### config.mk
export PLATFORM = sky130hd
export DESIGN_NAME = rgb_ycbcr_stream
export DESIGN_NICKNAME = d
export VERILOG_FILES = /design/src/rtl/rgb_ycbcr_stream.sv
export SDC_FILE = /design/constraint.sdc
export NUM_CORES = 1
export LEC_CHECK = 0
export ABC_AREA = 1
export CELL_PAD_IN_SITES_DETAIL_PLACEMENT = 1
export CELL_PAD_IN_SITES_GLOBAL_PLACEMENT = 1
export CORE_MARGIN = 2
export CORE_UTILIZATION = 48
export CTS_BUF_LIST = sky130_fd_sc_hd__clkbuf_16
export CTS_CLUSTER_SIZE = 12
export DETAILED_ROUTE_END_ITERATION = 8
export PLACE_DENSITY = 0.85
export SETUP_SLACK_MARGIN = 0.4
export SKIP_LAST_GASP = 1
export SYNTH_ARGS = -nofsm -noshare
export SYNTH_HDL_FRONTEND = slang
export SYNTH_SLANG_ARGS = --single-unit
### constraint.sdc
create_clock -name clk -period 7.93 [get_ports clk]
set_input_delay 1.586 -clock clk [delete_from_list [all_inputs] [get_ports clk]]
set_output_delay 1.586 -clock clk [all_outputs]
set_load 0.05 [all_outputs]
### src/rtl/rgb_ycbcr_stream.sv
// rtl/rgb_ycbcr_stream.sv - reads R/G/B frame memories in raster order and streams BT.601 full-range YCbCr
module rgb_ycbcr_stream #(
    parameter int IMG_W      = 128,
    parameter int IMG_H      = 128,
    parameter int AW         = 14,
    parameter int FIFO_DEPTH = 4
) (
    input  logic          clk,
    input  logic          reset,
    input  logic          start,
    output logic          busy,
    output logic          rd_en,
    output logic [AW-1:0] rd_addr,
    input  logic [7:0]    rdata_r,
    input  logic [7:0]    rdata_g,
    input  logic [7:0]    rdata_b,
    output logic          out_valid,
    input  logic          out_ready,
    output logic [7:0]    out_y,
    output logic [7:0]    out_cb,
    output logic [7:0]    out_cr,
    output logic          out_last,
    output logic          done
);

    localparam logic [AW-1:0] LAST_ADDR = AW'(IMG_W * IMG_H - 1);
    localparam int            PW        = $clog2(FIFO_DEPTH);
    localparam int            CW        = PW + 1;
    localparam logic [CW:0]   DEPTH_C   = (CW + 1)'(FIFO_DEPTH);

    typedef enum logic [1:0] {IDLE, RUN, DRAIN, DONE} state_t;

    state_t          state_q, state_d;
    logic [AW-1:0]   addr_q, addr_d;
    logic            v1_q, v2_q, v3_q;
    logic            l1_q, l2_q, l3_q;
    logic [7:0]      r_q, g_q, b_q;
    logic [17:0]     ys_q, cbs_q, crs_q;
    logic [24:0]     mem_q [FIFO_DEPTH];
    logic [PW-1:0]   wr_ptr_q, rd_ptr_q;
    logic [CW-1:0]   count_q;
    logic            push, pop, issue;
    logic [CW:0]     occ;
    logic [24:0]     head, push_data;

    function automatic logic [7:0] sat8(input logic [17:0] v);
        return (v > 18'd255) ? 8'hFF : v[7:0];
    endfunction

    // The entry popped this cycle frees its slot now, which is what lets
    // three in-flight reads plus one FIFO entry sustain a pixel per cycle.
    always_comb begin
        pop   = (count_q != '0) && out_ready;
        occ   = {1'b0, count_q} + {{CW{1'b0}}, v1_q} + {{CW{1'b0}}, v2_q}
              + {{CW{1'b0}}, v3_q} - {{CW{1'b0}}, pop};
        issue = (state_q == RUN) && (occ < DEPTH_C);
    end

    always_comb begin
        state_d = state_q;
        addr_d  = addr_q;
        case (state_q)
            IDLE: begin
                if (start) begin
                    state_d = RUN;
                    addr_d  = '0;
                end
            end
            RUN: begin
                if (issue) begin
                    if (addr_q == LAST_ADDR) state_d = DRAIN;
                    else                     addr_d  = addr_q + AW'(1);
                end
            end
            DRAIN: begin
                if (!v1_q && !v2_q && !v3_q && count_q == '0) state_d = DONE;
            end
            DONE:    state_d = IDLE;
            default: state_d = IDLE;
        endcase
    end

    always_ff @(posedge clk) begin
        if (reset) begin
            state_q <= IDLE;
            addr_q  <= '0;
        end else begin
            state_q <= state_d;
            addr_q  <= addr_d;
        end
    end

    assign rd_en   = issue;
    assign rd_addr = addr_q;
    assign busy    = (state_q == RUN) || (state_q == DRAIN);
    assign done    = (state_q == DONE);

    // S1 captures memory data, S2 registers the fixed-point sums.
    always_ff @(posedge clk) begin
        if (reset) begin
            v1_q  <= 1'b0;
            v2_q  <= 1'b0;
            v3_q  <= 1'b0;
            l1_q  <= 1'b0;
            l2_q  <= 1'b0;
            l3_q  <= 1'b0;
            r_q   <= '0;
            g_q   <= '0;
            b_q   <= '0;
            ys_q  <= '0;
            cbs_q <= '0;
            crs_q <= '0;
        end else begin
            v1_q  <= issue;
            l1_q  <= issue && (addr_q == LAST_ADDR);
            v2_q  <= v1_q;
            l2_q  <= l1_q;
            v3_q  <= v2_q;
            l3_q  <= l2_q;
            r_q   <= rdata_r;
            g_q   <= rdata_g;
            b_q   <= rdata_b;
            ys_q  <= 18'd77 * {10'd0, r_q} + 18'd150 * {10'd0, g_q}
                   + 18'd29 * {10'd0, b_q} + 18'd128;
            cbs_q <= 18'd32896 + 18'd128 * {10'd0, b_q}
                   - 18'd43 * {10'd0, r_q} - 18'd85 * {10'd0, g_q};
            crs_q <= 18'd32896 + 18'd128 * {10'd0, r_q}
                   - 18'd107 * {10'd0, g_q} - 18'd21 * {10'd0, b_q};
        end
    end

    // S3: chroma sums can land exactly on 65536, hence the saturation.
    always_comb begin
        push      = v3_q;
        push_data = {l3_q, sat8(ys_q >> 8), sat8(cbs_q >> 8), sat8(crs_q >> 8)};
    end

    always_ff @(posedge clk) begin
        if (push) mem_q[wr_ptr_q] <= push_data;
    end

    always_ff @(posedge clk) begin
        if (reset) begin
            wr_ptr_q <= '0;
            rd_ptr_q <= '0;
            count_q  <= '0;
        end else begin
            if (push) wr_ptr_q <= wr_ptr_q + PW'(1);
            if (pop)  rd_ptr_q <= rd_ptr_q + PW'(1);
            count_q <= count_q + CW'(push) - CW'(pop);
        end
    end

    always_comb begin
        head      = mem_q[rd_ptr_q];
        out_valid = (count_q != '0);
        out_last  = out_valid & head[24];
        out_y     = out_valid ? head[23:16] : 8'd0;
        out_cb    = out_valid ? head[15:8]  : 8'd0;
        out_cr    = out_valid ? head[7:0]   : 8'd0;
    end

endmodule

==> qor.tcl <==
set qor(type_of_the_worst_setup_path) {reg2reg}
set qor(syn_avg_cell_area_um2) 8.946
set qor(die-height_um) 185.8
set qor(place_hpwl_um) 35370
set qor(max-cap-violations) 0
set qor(clock.fmax_mhz) 146.4
set qor(antenna_violating_nets_post_route) 0
set qor(detail_route.vias_per_cell) 5.334
set qor(post_synth_num_cell_types) 35
set qor(layout.cells.non_filler) 2296
set qor(fin_nets) 2257
set qor(cts_made_buffers) 17
set qor(leakagePower_nw) 8.436
set qor(grt_overflow) 0
set qor(critical_path_arrival_ns) 7.19
set qor(route.detailed.wl_per_inst_um) 19.50
set qor(ctsHtreeMaxLevel) 4
set qor(headroom_to_the_max_slew_limit) 0.2019
set qor(routability_congestion_estimate) 0.9105
set qor(clock_tree.buffer_depth) 2
set qor(count_of_warnings_emitted_by_yosys) 0
set qor(fillerInstances) 3839
set qor(finalWirelength_um) 44780
set qor(ys_seq_elements) 185
set qor(postSynthNetCount) 2189
set qor(yosysSeqAreaShare) 0.2966
set qor(cts-root-buf) {clkbuf_16}
set qor(peakVddDrop_v) 0.0001899
set qor(clk-insertion-delay-late_ns) 0.47
set qor(grt_first_pass_wirelength_um) 72170
set qor(drt_pre_antenna_iters) 5
set qor(route.detailed.drc) 0
set qor(start_util) 0.4875
set qor(tns_ns) 0
set qor(number_of_drc_markers_in_iteration_0) 726
set qor(die_x_um) 185.8
set qor(finalClockSkew_ns) 0.01983
set qor(syn_std_cell_area_um2) 15860
set qor(route.vias.total) 12250
set qor(core.rowCount) 66
set qor(timing.final.crit_period_ns) 6.829
set qor(slew_violations) 0
set qor(diodes) 0
set qor(worstMarginPinSlew_ns) 1.196
set qor(design.portCount) 71
set qor(setup.worst_path.end_class) {flop}
set qor(io_buffers) 70
set qor(multi_input_gate_area_um2) 9559
set qor(share_of_final_layout_standard_cells_stronger_than_drive_strength_1) 0.03236
set qor(min-delay-path-class) {reg2reg}
set qor(clk_pin_slew_worst_setup_hold_paths_ns) 0.09
set qor(final.period_utilization) 0.8612
set qor(cts.repair_timing.setup_buffer_count) 0
set qor(timing.final.hold_violations) 0
set qor(die-area_um2) 34510
set qor(grt_pass1_vias) 13570
set qor(area.sequential_um2) 4705
set qor(post-place-cells) 2264
set qor(status) {finished clean}
set qor(critical_path.startpoint_type) {flop}
set qor(core_area_um2) 32540
set qor(grt_start_max_net_pins) 52
set qor(worst-path-max-fanout) 8
set qor(synthesis.instances) 1773
set qor(hold_buffers) 0
set qor(syn_to_final_growth_pct) 11.34
set qor(gr-usage-all-layers) 0.2766
set qor(postCtsResizedCells) 0
set qor(power.density_cell_area_nw_per_um2) 412.7
set qor(unrepaired_setup_endpoints_after_global_routing) {no}
set qor(clkSinkCount) 185
set qor(number_of_antenna_violations_at_the_first_check_in_global_routing) 0
set qor(setup_violations) 0
set qor(cp_data_required_time_ns) 8.29
set qor(tritoncts) {done}
[cell type report]
cell class / count / area share
repair buffers: 79 / 0.04322
multi-input cells: 1168 / 0.5413
flip-flops and latches: 185 / 0.2664
clock inverters: 15 / 0.01084
inverters: 390 / 0.08289
well taps: 442 / 0.03131
clock buffers: 17 / 0.02409
[report_power, final]
part	switching (W)	internal [W]
clock	0.000467	0.000432
combinational	0.00339	0.00173
sequential	0.0000826	0.00119
[metrics by stage]
step	utilization	setup WS (ns)	instance area, um2	hold slack (ns)	power, W
4_1_cts	0.5428	1.132	17660	0.4119	0.007278
3_3_place_gp	0.5238	1.315	17040	0.3971	0.006036
5_1_grt	0.5428	0.7978	17660	0.4452	0.008028
3_5_place_dp	0.5238	1.189	17040	0.4007	0.006317
6_report	0.5428	1.101	17660	0.4096	0.007288
2_1_floorplan	-	1.656	15860	0.3883	0.004893
[cell families (layout without fill, tap and decap cells)]
family / count (synthesis) / count (layout) / synth area share
simple gates: 552 / 552 / 0.1430
compound gates: 214 / 214 / 0.07249
buf+inv: 420 / 501 / 0.1007
fa+ha+maj: 388 / 388 / 0.3794
xor+xnor: 14 / 14 / 0.007731
flops: 185 / 185 / 0.2966
[flip-flops by register name, summed over array words and instances (netlist names), 3 cells and up, named ones only]
register,cells
b_q,8
cbs_q,10
count_q,3
crs_q,10
g_q,8
mem_q,100
r_q,8
rd_addr,14
ys_q,10
[placed cells by master, fill, tap and decap left out, types with 3 or more instances in the layout]
cell type / n
buf_4: 9
nor3_1: 15
clkinv_8: 6
xnor2_1: 7
a21o_1: 9
o21bai_1: 4
clkdlybuf4s50_1: 69
dfxtp_1: 85
o21a_1: 4
inv_1: 388
nand2_1: 206
nand3_1: 53
inv_6: 3
nand4_1: 8
o21ai_0: 81
nand2_2: 6
nand3b_1: 4
edfxtp_1: 100
a21oi_1: 104
fa_1: 155
xor2_1: 7
clkbuf_16: 17
nor2_1: 248
a21oi_2: 5
nor4_1: 3
ha_1: 233
o31ai_1: 3
[layer usage]
metal	vias to the layer above	share of wire	wire, um	track usage
met4	0	0.022	965	0.08031
met5	-	0	0	0
met2	274	0.50	22560	0.4934
li1	5704	-	-	-
met3	62	0.041	1842	0.03483
met1	6208	0.43	19410	0.3509
[final timing paths]
check / from / slack [ns] / cells after the start / to
setup / recovery: g_q[4] / 1.10 / 27 / ys_q[15]
hold / removal: l1_q / 0.41 / 2 / l2_q
setup reg to reg: g_q[4] / 1.10 / 27 / ys_q[15]
hold reg to reg: l1_q / 0.41 / 2 / l2_q
[cells in the mapped netlist]
cell type / n / area share
inv_1: 388 / 0.092
nor2_1: 248 / 0.059
ha_1: 233 / 0.18
nand2_1: 206 / 0.049
fa_1: 155 / 0.20
a21oi_1: 104 / 0.033
edfxtp_1: 100 / 0.19
dfxtp_1: 85 / 0.11
o21ai_0: 81 / 0.026
nand3_1: 53 / 0.017
clkbuf_1: 28 / 0.0066
nor3_1: 15 / 0.0047
a21o_1: 9 / 0.0043
nand4_1: 8 / 0.0032
xnor2_1: 7 / 0.0039
xor2_1: 7 / 0.0039
nand2_2: 6 / 0.0024
a21oi_2: 5 / 0.0028
nand3b_1: 4 / 0.0019
o21a_1: 4 / 0.0019
o21bai_1: 4 / 0.0019
nor4_1: 3 / 0.0012
o31ai_1: 3 / 0.0014
a31oi_1: 2 / 0.00079
and2_1: 2 / 0.00079
nand2_4: 2 / 0.0014
nor2_2: 2 / 0.00079
o2111ai_1: 2 / 0.0011
buf_8: 1 / 0.00095
clkbuf_8: 1 / 0.00087
clkinv_1: 1 / 0.00024
inv_2: 1 / 0.00024
nand3_4: 1 / 0.0011
nor3_4: 1 / 0.0010
or2_2: 1 / 0.00039
[critical path, stage by stage (launching register included)]
cell and delay (ns):
dfxtp_1 0.53, ha_1 0.33, ha_1 0.29, inv_1 0.05, fa_1 0.48, fa_1 0.53
inv_1 0.05, ha_1 0.35, a21oi_1 0.15, o21ai_0 0.13, a21oi_1 0.23, xnor2_1 0.16
ha_1 0.27, fa_1 0.50, inv_1 0.05, fa_1 0.48, inv_1 0.06, fa_1 0.47
ha_1 0.31, ha_1 0.37, nand2_1 0.18, inv_1 0.07, a21oi_1 0.28, nor2_1 0.07
nor2_1 0.13, nand3_1 0.11, nand2_1 0.07, nor2_1 0.04
(Power assumes the default switching activity.)
